[src/rtl/fsqrt_ctrl.sv]
// Issue/retire front-end for the pipelined square-root core: credit-gated issue,
// latency-matched tag pipeline and a show-ahead result FIFO. Optional macro FSQRT_SPECIAL_EN.
module fsqrt_ctrl #(
    parameter int LAT   = 3,
    parameter int TAG_W = 6,
    parameter int DEPTH = 8
) (
    input  logic             clk,
    input  logic             rstn,
    input  logic             flush,
    input  logic             in_valid,
    output logic             in_ready,
    input  logic [31:0]      in_x,
    input  logic [TAG_W-1:0] in_tag,
    output logic [31:0]      core_x,
    input  logic [31:0]      core_y,
    output logic             out_valid,
    input  logic             out_ready,
    output logic [31:0]      out_y,
    output logic [TAG_W-1:0] out_tag,
    output logic             out_nv
);

    localparam int PTR_W = (DEPTH > 1) ? $clog2(DEPTH) : 1;
    localparam int CNT_W = $clog2(DEPTH) + 1;
    localparam int SUM_W = CNT_W + 1;

    // Handshake: a transfer happens at a rising edge where valid and ready are both
    // high; valid never waits on ready, and ready may depend on state only.

    logic [LAT-1:0]   sr_valid;
    logic [TAG_W-1:0] sr_tag     [LAT];
    logic [LAT-1:0]   sr_ovr;
    logic [31:0]      sr_ovr_val [LAT];
    logic [LAT-1:0]   sr_nv;

    logic [31:0]      mem_y   [DEPTH];
    logic [TAG_W-1:0] mem_tag [DEPTH];
    logic [DEPTH-1:0] mem_nv;
    logic [PTR_W-1:0] wr_ptr;
    logic [PTR_W-1:0] rd_ptr;
    logic [CNT_W-1:0] count;

    logic [SUM_W-1:0] inflight;
    logic [SUM_W-1:0] credit_sum;
    logic             issue;
    logic             push;
    logic             pop;
    logic [31:0]      retire_y;

    logic             cls_ovr;
    logic [31:0]      cls_val;
    logic             cls_nv;

`ifdef FSQRT_SPECIAL_EN
    // Denormals fall into the exponent-zero branch and come back as signed zero.
    always_comb begin
        cls_ovr = 1'b0;
        cls_val = 32'h0;
        cls_nv  = 1'b0;
        if (in_x[30:23] == 8'h00) begin
            cls_ovr = 1'b1;
            cls_val = {in_x[31], 31'h0};
        end else if (in_x[30:23] == 8'hFF && in_x[22:0] != 23'h0) begin
            cls_ovr = 1'b1;
            cls_val = 32'h7FC0_0000;
        end else if (in_x[31]) begin
            cls_ovr = 1'b1;
            cls_val = 32'h7FC0_0000;
            cls_nv  = 1'b1;
        end else if (in_x[30:23] == 8'hFF) begin
            cls_ovr = 1'b1;
            cls_val = 32'h7F80_0000;
        end
    end
`else
    assign cls_ovr = 1'b0;
    assign cls_val = 32'h0;
    assign cls_nv  = 1'b0;
`endif

    always_comb begin
        inflight = '0;
        for (int k = 0; k < LAT; k++) begin
            inflight = inflight + SUM_W'(sr_valid[k]);
        end
    end

    // Credit ignores a same-cycle pop, so the FIFO can never be pushed while full.
    assign credit_sum = inflight + SUM_W'(count);
    assign in_ready   = !rstn && !flush && (credit_sum < SUM_W'(DEPTH));
    assign issue      = in_valid && in_ready;
    assign core_x     = issue ? in_x : 32'h0;

    assign push     = sr_valid[LAT-1] && !flush;
    assign pop      = out_ready && (count != '0) && !flush;
    assign retire_y = sr_ovr[LAT-1] ? sr_ovr_val[LAT-1] : core_y;

    assign out_valid = (count != '0);
    assign out_y     = mem_y[rd_ptr];
    assign out_tag   = mem_tag[rd_ptr];
    assign out_nv    = mem_nv[rd_ptr];

    function automatic logic [PTR_W-1:0] ptr_next(input logic [PTR_W-1:0] p);
        return (p == PTR_W'(DEPTH - 1)) ? '0 : p + 1'b1;
    endfunction

    always_ff @(posedge clk or posedge rstn) begin
        if (rstn) begin
            sr_valid <= '0;
            sr_ovr   <= '0;
            sr_nv    <= '0;
            for (int k = 0; k < LAT; k++) begin
                sr_tag[k]     <= '0;
                sr_ovr_val[k] <= '0;
            end
        end else begin
            sr_valid[0]   <= issue;
            sr_tag[0]     <= in_tag;
            sr_ovr[0]     <= cls_ovr;
            sr_ovr_val[0] <= cls_val;
            sr_nv[0]      <= cls_nv;
            for (int k = 1; k < LAT; k++) begin
                sr_valid[k]   <= sr_valid[k-1] && !flush;
                sr_tag[k]     <= sr_tag[k-1];
                sr_ovr[k]     <= sr_ovr[k-1];
                sr_ovr_val[k] <= sr_ovr_val[k-1];
                sr_nv[k]      <= sr_nv[k-1];
            end
        end
    end

    always_ff @(posedge clk or posedge rstn) begin
        if (rstn) begin
            wr_ptr <= '0;
            rd_ptr <= '0;
            count  <= '0;
            mem_nv <= '0;
            for (int i = 0; i < DEPTH; i++) begin
                mem_y[i]   <= '0;
                mem_tag[i] <= '0;
            end
        end else if (flush) begin
            wr_ptr <= '0;
            rd_ptr <= '0;
            count  <= '0;
        end else begin
            if (push) begin
                mem_y[wr_ptr]   <= retire_y;
                mem_tag[wr_ptr] <= sr_tag[LAT-1];
                mem_nv[wr_ptr]  <= sr_nv[LAT-1];
                wr_ptr          <= ptr_next(wr_ptr);
            end
            if (pop) begin
                rd_ptr <= ptr_next(rd_ptr);
            end
            case ({push, pop})
                2'b10:   count <= count + 1'b1;
                2'b01:   count <= count - 1'b1;
                default: count <= count;
            endcase
        end
    end

endmodule

[config.mk]
export PLATFORM = sky130hd
export DESIGN_NAME = fsqrt_ctrl
export DESIGN_NICKNAME = d
export VERILOG_FILES = /design/src/rtl/fsqrt_ctrl.sv
export SDC_FILE = /design/constraint.sdc
export NUM_CORES = 1
export LEC_CHECK = 0
export BUFFER_PORTS_ARGS = -buffer_cell sky130_fd_sc_hd__buf_2
export CORE_MARGIN = 2
export CORE_UTILIZATION = 59
export CTS_CLUSTER_SIZE = 10
export DETAILED_ROUTE_END_ITERATION = 16
export PLACE_DENSITY = 0.82
export SYNTH_ARGS = -nofsm -noshare
export SYNTH_HDL_FRONTEND = slang
export SYNTH_SLANG_ARGS = --single-unit
export TNS_END_PERCENT = 5
[constraint.sdc]
create_clock -name clk -period 13 [get_ports clk]
set_input_delay 1.3 -clock clk [delete_from_list [all_inputs] [get_ports clk]]
set_output_delay 1.3 -clock clk [all_outputs]
set_load 0.005 [all_outputs]
==> results by group, run 1 <==
Outcome
  – Status: finished clean

Global route
  – Vias in the first global route: roughly 9,000
  – Global-route wire length before repair: 49,700 um
  – Initial antenna violation count: 2
  – Total GRT Usage: between 20% and 30%
  – Total gr overflow: 0
  – Largest net degree at the start of global routing: between 100 and 150

Drt
  – Per-cell routed wire length: 21.8 um
  – Vias: ~8,500
  – ANT nets after route: 0
  – Iter 0 DRT Violations: around 430
  – Pre-antenna DRT Iters: 4
  – Drt drc: 0
  – Routed vias/inst: 6.00
  – Final WL: approximately 31,000 um

CTS
  – Clock Latency Late Sink: 0.52 ns
  – # Post-CTS Setup Buffers: 0
  – CTS tree: yes
  – CTS root buffer: clkbuf_16
  – Num Clock Sinks: 343
  – Hold_buf cts: 0
  – Total CTS buffers: 40
  – CTS max path bufs: 3
  – Resized Gates After CTS: 0
  – Worst-path clk slew: 0.05 ns
  – Depth of the CTS H-tree: 2

Worst hold path
  – HP Class: reg -> reg

Floorplan
  – Die W: 165 um
  – Core Region: 25,300 um2
  – Die Y-Extent: 165 um
  – Starting Density: 60.5%
  – FP Rows: 58
  – DIE AREA: 27,300 um2
  – Io pins: between 100 and 150

Place
  – DP HPWL: approximately 18,000 um
  – PortBufs: 147
  – GP Congestion: between 0.7 and 0.8
  – # placed instances: 1,363

Cells and area
  – Most frequent cells in the layout: 343 x mux2_2, 340 x dfrtp_1, 147 x buf_2
  – Commonest non-fill, non-tap cell in the layout: mux2_2
  – Share of cells above drive strength 1: 59.6%
  – Nets: 1,157
  – Area Growth Syn to Fin: 13.4%
  – Finished Core Util: 68.6%
  – Final Non-Filler Cells: 1,412

Synth
  – Post-synth cell types: 35
  – Synth Area in Compound Gates: 0.678%
  – Post-synth EDFFs: 0
  – Xor and xnor fraction of the mapped netlist area: 0.163%
  – Most used DFF post-synth: dfrtp_1
  – Synthesis-stage register bit count: 343
  – Syn avg cell area: 16.4 um2
  – Sequential share of the synthesized area: 56.1%
  – Post-Syn Area: ~15,000 um2
  – Post-synthesis simple-gate area fraction: 3.20%
  – Cell taking the most area after synthesis: dfrtp_1
  – Cell count after synthesis: 935
  – Top cell type's share of synthesized area: 56.1%
  – Synth Area in Adders: 0.621%
  – Warnings, synthesis: 0
  – Mux cell area share after synthesis: 37.2%
  – Largest family of logic cells by synthesized area: multiplexers
  – Synth area leaders: dfrtp_1 56%, mux2_2 25%, mux4_2 11%
  – Mapped Nets: ~1,000
  – Asr flop ratio synth: 100%

Timing
  – Fin crit period: 4.76 ns
  – Worst relative slew slack: 17.7%
  – RSZ-0062 raised after global routing: no
  – Final Max Slew Viols: 0
  – Hold WS: between 0.3 and 0.4 ns
  – Final Skew: 0.0150 ns
  – Setup tns final: 0 ns
  – Fmax: 0.210 GHz
  – Worst Max-Slew Pin Slew: 1.23 ns
  – Crit share post-route: 36.6%
  – Final setup vio count: 0
  – Final Hold Viols: 0

Worst setup path
  – CP Data Required Time: 11.70 ns
  – Crit path max fanout: 34
  – Type of origin of the critical path: flop
  – Reg2Reg Setup Slack: 10.10 ns
  – Crit Path Category: reg -> out
  – CP Capture Type: output port
  – Crit path arrival time: approximately 3.5 ns

Job
  – MaxCap Viol Count: 0

Power and ir drop
  – VDD IR max: 0.000125 V
  – Tot Pwr: 2500 uW
  – Leak pwr: just under 0.009 uW
  – Power Dens Cells: 144 nW/um2
## synth_stat cells, types with 4 or more instances
master and instances:
dfrtp_1 343, mux2_2 343, mux4_2 78, buf_2 40
and3_1 33, clkbuf_1 15, nor2_1 14, nor2b_1 7
and2_1 6, buf_4 6, ha_1 6, mux2i_1 6
nand2_1 4, nand3b_1 4
## registers in the layout, summed over array words and instances, names as in the netlist
name / flops
count: 4
mem_nv: 8
mem_tag: 48
mem_y: 256
rd_ptr: 3
sr_tag: 18
sr_valid: 3
wr_ptr: 3
## report_power, final
part,switching (uW),leakage (uW),internal [uW]
combinational,167,0.00350,214
clock,388,0.000518,558
sequential,61.0,0.00470,1110
## critical path, stage by stage (launching register included)
cell and delay (ns):
dfrtp_1 0.48, fa_1 0.41, ha_1 0.29, a31o_2 0.27
a2111oi_4 1.10, and3_1 0.29, buf_2 0.12
## stage by stage
step,setup WS (ns),area [um2]
floorplan,2.19,15300
global placement,8.88,16300
detailed placement,8.72,16300
CTS,8.27,17400
global route,8.04,17400
finish,8.24,17400
## routing by layer
| metal | up-vias | track usage, % | share of wire, % |
|---|---|---|---|
| met5 | - | 0 | 0 |
| met3 | 44 | 3.72 | 3.4 |
| li1 | 3749 | - | - |
| met4 | 0 | 6.40 | 1.9 |
| met2 | 159 | 39.0 | 50 |
| met1 | 4523 | 33.4 | 45 |
## final timing paths
path | startpoint | end | depth (start not counted)
worst min-delay path | sr_tag[7] | sr_tag[1] | 0
worst max-delay path | count[0] | core_x[4] | 6
min in group asynchronous | rstn | mem_y[91] | 2
worst max register to register | sr_valid[2] | mem_y[45] | 4
worst min register to register | sr_tag[7] | sr_tag[1] | 0
max in group asynchronous | rstn | mem_y[146] | 3
## area by class of cell
type	instances	area [um2]
clock buffer	44	1040
fill	1707	7970
sequential	343	8590
timing repair buffer	162	848
inverter	1	11.3
multi-input combinational	527	6430
antenna	2	5.00
clock inverter	3	25.0
tap	330	413
## cells by family (layout without fill, tap and decap cells)
| family | after synthesis | in the layout |
|---|---|---|
| mux | 428 | 428 |
| flops | 343 | 343 |
| simple gates | 81 | 81 |
| buf+inv | 65 | 210 |
| compound gates | 9 | 9 |
| fa+ha+maj | 7 | 7 |
| xor+xnor | 2 | 2 |
| other cells | 0 | 2 |
(Power assumes the default switching activity.)
==> inputs of run 2 (changes only) <==
Settings changed: CORE_UTILIZATION 59 to 54, PLACE_DENSITY 0.82 to 0.79.
Clock period 13 ns to 4.1 ns, I/O delays scaled along.
==> results by group, run 2 (synthesized netlist as in run 1, its figures left out) <==
Outcome
  – Status: finished clean

Drt
  – Iter 0 DRT Violations: 478 (+12%)
  – Max Used Layer: met4
  – ANT nets after route: 0 (unchanged)
  – WL met2: 15,700 um (+2.4%)
  – Per-cell routed wire length: 21.4 um (-2.1%)
  – Metal-1 WL: 14,200 um (+2.6%)
  – Routed vias/inst: 5.79 (-3.5%)
  – Vias: 8,574 (+1.2%)
  – Final WL: 31,600 um (+2.6%)
  – WL met3: 1100 um (+3.9%)
  – Drt drc: 0 (unchanged)
  – Pre-antenna DRT Iters: 4 (unchanged)

Job
  – MaxCap Viol Count: 0 (unchanged)

Worst setup path
  – Crit path arrival time: 2.87 ns (-0.59 ns)
  – Reg2Reg Setup Slack: 1.54 ns (-8.56 ns)
  – R2R cell count: 4 (unchanged)
  – Type of origin of the critical path: flop
  – CP Data Required Time: 3.69 ns (-8.01 ns)
  – CP Capture Type: output port
  – Crit path max fanout: 34 (unchanged)
  – Worst reg2reg endpoint: mem_y[106]
  – Reg-to-Reg Start: sr_valid[2]
  – Crit Path Category: reg -> out

Timing
  – Final Hold Viols: 0 (unchanged)
  – Setup tns final: 0 ns (unchanged)
  – Final Skew: 0.00862 ns (-0.00642 ns)
  – Fin crit period: 3.28 ns
  – Final Max Slew Viols: 0 (unchanged)
  – Worst relative slew slack: 46.8% (+29 points)
  – Hold WS: 0.0776 ns (-0.265 ns)
  – Worst Max-Slew Pin Slew: 0.796 ns (-0.439 ns)
  – Fmax: 0.305 GHz
  – Final setup vio count: 0 (unchanged)
  – RSZ-0062 raised after global routing: no
  – Crit share post-route: 80.0%

Global route
  – Total gr overflow: 0 (unchanged)
  – Initial antenna violation count: 1 (-1)
  – Total GRT Usage: 22.6% (-1.2 points)
  – Global-route wire length before repair: 51,300 um (+3.2%)
  – Largest net degree at the start of global routing: 111 (-15%)
  – Vias in the first global route: 9,432 (+4.1%)

CTS
  – CTS max path bufs: 3 (unchanged)
  – Clock Latency Late Sink: 0.51 ns (about the same)
  – CTS tree: yes
  – # Post-CTS Setup Buffers: 0 (unchanged)
  – Num Clock Sinks: 343 (unchanged)
  – Worst-path clk slew: 0.05 ns (about the same)
  – CTS root buffer: clkbuf_16
  – Total CTS buffers: 41 (+2.5%)
  – Depth of the CTS H-tree: 2 (unchanged)

Cells and area
  – Most flop-heavy register: mem_y
  – Most frequent cells in the layout: 343 x mux2_2, 340 x dfrtp_1, 147 x buf_2
  – Final Non-Filler Cells: 1,480 (+4.8%)
  – Final Instance Area: 17,700 um2 (+2.0%)
  – Commonest non-fill, non-tap cell in the layout: mux2_2
  – Max reg flops: 256 (unchanged)
  – Share of cells above drive strength 1: 59.4% (-0.23 points)
  – Area Growth Syn to Fin: 15.7%
  – Largest registers: mem_y (256), mem_tag (48), sr_tag (18)
  – Nets: 1,171 (+1.2%)

Worst hold path
  – HP Class: in -> async

Power and ir drop
  – Power Dens Cells: 461 nW/um2 (+220%)
  – Tot Pwr: 8170 uW (+230%)
  – VDD IR max: 0.000271 V (+120%)
  – Leak pwr: 0.00885 uW (+1.6%)

Floorplan
  – FP Rows: 61 (+5.2%)
  – Io pins: 148 (unchanged)
  – Die W: 172 um (+4.4%)
  – DIE AREA: 29,700 um2 (+9.0%)
  – Core Region: 27,900 um2 (+10%)
  – Starting Density: 55.0% (-5.5 points)
  – Die Y-Extent: 172 um (+4.4%)

Place
  – DP HPWL: 19,000 um (+5.5%)
  – Post-place instance area: 16,500 um2 (+1.2%)
  – # placed instances: 1,418 (+4.0%)
  – GP Congestion: 0.866 (+18%)
  – PortBufs: 147 (unchanged)
==> run 2: routing by layer <==
layer / global-route usage (%) / up-vias
li1: - / 3785
met5: 0 / -
met2: 38.3 / 171
met3: 3.18 / 44
met1: 30.9 / 4574
met4: 5.81 / 0
==> run 2: what timing repair did <==
item	in CTS	in global routing
hold buffers	6	0
resized for setup	0	0
hold endpoints to repair	6	0
==> run 2: how the worst max path moves through the flow <==
| stage | from | end | slack (ns) | cells past startpoint |
|---|---|---|---|---|
| 5_1_grt | count[0] | core_x[17] | 0.66 | 7 |
| 3_3_place_gp | count[0] | core_x[0] | 1.42 | 7 |
| 4_1_cts | count[0] | core_x[30] | 0.79 | 7 |
| 2_1_floorplan | rstn | count[0] | -0.90 | 1 |
| 6_report | count[0] | core_x[30] | 0.82 | 7 |
| 3_5_place_dp | count[0] | core_x[30] | 1.33 | 7 |
==> run 2: through the flow <==
stage / setup WS [ns] / utilization, %
after floorplan: -0.899 / -
after global placement: 1.42 / 59.2
after detailed placement: 1.33 / 59.2
after CTS: 0.795 / 63.6
after global routing: 0.662 / 63.6
final: 0.821 / 63.6
==> run 2: power by group <==
| part | switching [uW] | internal (uW) |
|---|---|---|
| registers | 154 | 3530 |
| logic | 582 | 707 |
| clock network | 1270 | 1930 |
==> run 2: final cells by class <==
| type | instances | area [um2] |
|---|---|---|
| sequential | 343 | 8590 |
| fill | 1946 | 10100 |
| inverter | 1 | 7.51 |
| tap | 378 | 473 |
| timing repair buffer | 175 | 1050 |
| clock inverter | 4 | 48.8 |
| multi-input combinational | 527 | 6430 |
| clock buffer | 51 | 1110 |
| antenna | 1 | 2.50 |
==> run 2: worst max-delay path: stages (launching register included) <==
cell	delay, ns
dfrtp_1	0.47
fa_1	0.41
ha_1	0.28
a31o_2	0.27
a2111oi_4	0.33
buf_4	0.30
and3_1	0.19
buf_2	0.11
==> inputs of run 3 (changes only) <==
Settings changed: ABC_AREA from default to 1.
Clock period 4.1 ns to 2.99 ns, I/O delays scaled along.
==> results by group, run 3 <==
Floorplan
  – DIE AREA: 30,500 um2 (+2.7%)
  – Die Y-Extent: 175 um (+1.3%)
  – Die W: 175 um (+1.3%)
  – Io pins: 148 (unchanged)
  – Starting Density: 54.8% (-0.17 points)
  – FP Rows: 62 (+1.6%)
  – Core Region: 28,700 um2 (+3.0%)

Synth
  – Synthesis-stage register bit count: 343 (unchanged)
  – Post-synth EDFFs: 0 (unchanged)
  – Most frequent cells after synthesis: 404 x nand2_1, 343 x dfrtp_1, 303 x o21ai_0, 207 x inv_1, 135 x o21ai_1
  – Sequential share of the synthesized area: 54.6% (-1.5 points)
  – Mapped Nets: 1,926 (+89%)
  – Most frequent cell after synthesis: nand2_1
  – Warnings, synthesis: 0 (unchanged)
  – Most used DFF post-synth: dfrtp_1
  – Cell count after synthesis: 1,844 (+97%)
  – Post-synth cell types: 32 (-8.6%)
  – Cell taking the most area after synthesis: dfrtp_1
  – Asr flop ratio synth: 100% (unchanged)
  – Syn avg cell area: 8.53 um2 (-48%)
  – Top cell type's share of synthesized area: 54.6% (-1.5 points)
  – Synth area leaders: dfrtp_1 55%, nand2_1 9.6%, o21ai_0 9.6%
  – Post-Syn Area: 15,700 um2 (+2.7%)

Worst setup path
  – Reg2Reg Setup Slack: 0.88 ns (-0.66 ns)
  – Type of origin of the critical path: flop
  – Bufs and invs on worst path: 1 (-1)
  – Worst reg2reg endpoint: mem_tag[10]
  – CP Data Required Time: 2.69 ns (-1.00 ns)
  – Reg-to-Reg Start: sr_valid[2]
  – Crit path max fanout: 16 (-53%)
  – CP Depth: 8 (+1)
  – CP Capture Type: output port
  – Crit path arrival time: 2.66 ns (-0.21 ns)
  – R2R cell count: 9 (+5)
  – Delay-heaviest family, CP: adder cells
  – CP max stage delay: 0.43 ns (-0.04 ns)
  – Crit Path Category: reg -> out
  – Worst-path cell chain: fa_1, ha_1, a31o_2, a21oi_2, and3_4, nand2_4, nor2_1, buf_2
  – CP max stage cell: fa_1

Timing
  – Fin crit period: 2.96 ns
  – Crit share post-route: 98.9%
  – RSZ-0062 raised after global routing: yes
  – Fmax: 0.338 GHz
  – Worst Max-Slew Pin Slew: 1.05 ns (+0.258 ns)
  – Final Skew: 0.0101 ns (+0.00145 ns)
  – Final setup slack of the worst path: 0.0320 ns (-0.789 ns)
  – Final Max Slew Viols: 0 (unchanged)
  – Final Hold Viols: 0 (unchanged)
  – Final setup vio count: 0 (unchanged)
  – Worst relative slew slack: 29.8% (-17 points)

CTS
  – CTS max path bufs: 3 (unchanged)
  – Worst-path clk slew: 0.06 ns (about the same)
  – CTS tree: yes
  – Total CTS buffers: 40 (-2.4%)
  – Clock Latency Late Sink: 0.53 ns (+0.02 ns)
  – CTS root buffer: clkbuf_16
  – Num Clock Sinks: 343 (unchanged)
  – # Post-CTS Setup Buffers: 0 (unchanged)
  – Depth of the CTS H-tree: 2 (unchanged)

Cells and area
  – Max reg flops: 256 (unchanged)
  – Filler cells: 2,416 (+24%)
  – Most flop-heavy register: mem_y
  – Finished Core Util: 61.8% (-1.8 points)
  – Commonest non-fill, non-tap cell in the layout: nand2_1
  – Area Growth Syn to Fin: 12.8%
  – Nets: 2,031 (+73%)
  – Sequential cell area: 8590 um2 (unchanged)
  – Largest registers: mem_y (256), mem_tag (48), sr_tag (18)
  – Most frequent cells in the layout: 403 x nand2_1, 340 x dfrtp_1, 303 x o21ai_0
  – Footprint of the multi-input gates: 5620 um2 (-13%)
  – Antenna diodes: 0 (-1)
  – Share of cells above drive strength 1: 14.7% (-45 points)

Power and ir drop
  – Power Dens Cells: 707 nW/um2 (+53%)
  – VDD IR max: 0.000525 V (+94%)
  – Leak pwr: 0.00858 uW (-3.1%)

Drt
  – Pre-antenna DRT Iters: 5 (+1)
  – Iter 0 DRT Violations: 1,051 (+120%)
  – Vias: 12,900 (+51%)
  – ANT nets after route: 0 (unchanged)
  – Final WL: 36,900 um (+17%)
  – Per-cell routed wire length: 15.8 um (-26%)
  – Routed vias/inst: 5.52 (-4.7%)
  – Drt drc: 0 (unchanged)

Job
  – MaxCap Viol Count: 0 (unchanged)

Global route
  – Total gr overflow: 0 (unchanged)
  – Initial antenna violation count: 0 (-1)
  – Largest net degree at the start of global routing: 189 (+70%)
  – Vias in the first global route: 12,600 (+33%)
  – Global-route wire length before repair: 62,000 um (+21%)
  – Total GRT Usage: 24.4% (+1.9 points)

Worst hold path
  – HP Class: in -> reg
  – Worst Hold Depth: 3
  – Hold path endpoint: mem_y[159]
  – Worst hold start: core_y[31]

Outcome
  – Status: finished clean

Place
  – GP Congestion: 0.827 (-4.5%)
  – DP Worst Slack: 0.378 ns (-0.952 ns)
  – PortBufs: 147 (unchanged)
  – DP HPWL: 22,600 um (+19%)
-- run 3: worst register-to-register path, stage by stage (launching register included) --
cell and delay [ns]:
dfrtp_1 0.41, inv_1 0.08, nor2_2 0.06, inv_2 0.12, nor2_4 0.05, inv_4 0.13, nor2_4 0.05, inv_2 0.45
buf_4 0.49, o21ai_0 0.16
-- run 3: where the power goes --
group	switching, uW	total (uW)	internal, uW
registers	301	5420	5120
logic	1830	2920	1090
clock network	1740	4200	2460
-- run 3: layer usage --
| layer | share of wire [%] | wire length, um | GRT usage (%) | vias to the layer above |
|---|---|---|---|---|
| li1 | - | - | - | 6201 |
| met1 | 42 | 15600 | 33.5 | 6197 |
| met2 | 49 | 18200 | 41.2 | 465 |
| met3 | 7.1 | 2620 | 4.31 | 49 |
| met4 | 1.4 | 515 | 5.07 | 0 |
| met5 | 0 | 0 | 0 | - |
-- run 3: cell type report --
type | instances | area share (%)
clock buffer | 45 | 5.92
clock inverter | 3 | 0.127
inverter | 218 | 4.67
multi-input combinational | 1159 | 31.7
sequential | 343 | 48.4
tap | 384 | 2.71
timing repair buffer | 187 | 6.45
-- run 3: cells by family (layout without fill, tap and decap cells) --
family	count (synthesis)	after routing	synth area share, %
AOI/OAI and AO/OA	623	623	21.6
xor gates and xnor gates	2	2	0.111
adders and majority gates	7	7	0.605
buffers and inverters	343	453	9.98
DFF	343	343	54.6
and+or+nand+nor	526	527	13.2
-- run 3: metrics by stage --
step	setup TNS [ns]	instances	power [uW]	area, um2	hold slack [ns]
floorplan	-785.67	1844	7310	15800	0.330
global placement	0	2283	8240	16500	0.332
detailed placement	0	2283	8360	16500	0.336
CTS	0	2338	12600	17700	0.00555
global route	-1.17	2339	13200	17700	0.0195
finish	0	2339	12500	17700	0.0129
-- run 3: worst max-delay path by stage --
| stage | slack [ns] | endpoint | startpoint |
|---|---|---|---|
| 6_report | 0.03 | core_x[8] | sr_valid[0] |
| 5_1_grt | -0.06 | core_x[24] | sr_valid[0] |
| 4_1_cts | 0.03 | core_x[0] | sr_valid[0] |
| 3_5_place_dp | 0.38 | core_x[0] | sr_valid[0] |
| 3_3_place_gp | 0.51 | core_x[10] | sr_valid[0] |
| 2_1_floorplan | -3.93 | core_x[10] | rstn |
-- run 3: repair_timing --
item                                    4_1_cts  5_1_grt
endpoints found under the setup margin       32       38
gates resized for setup                       3        7
cloned                                        0        1
hold buffers                                  7        0
pin swaps                                     1        2
endpoints found under the hold margin        16        0
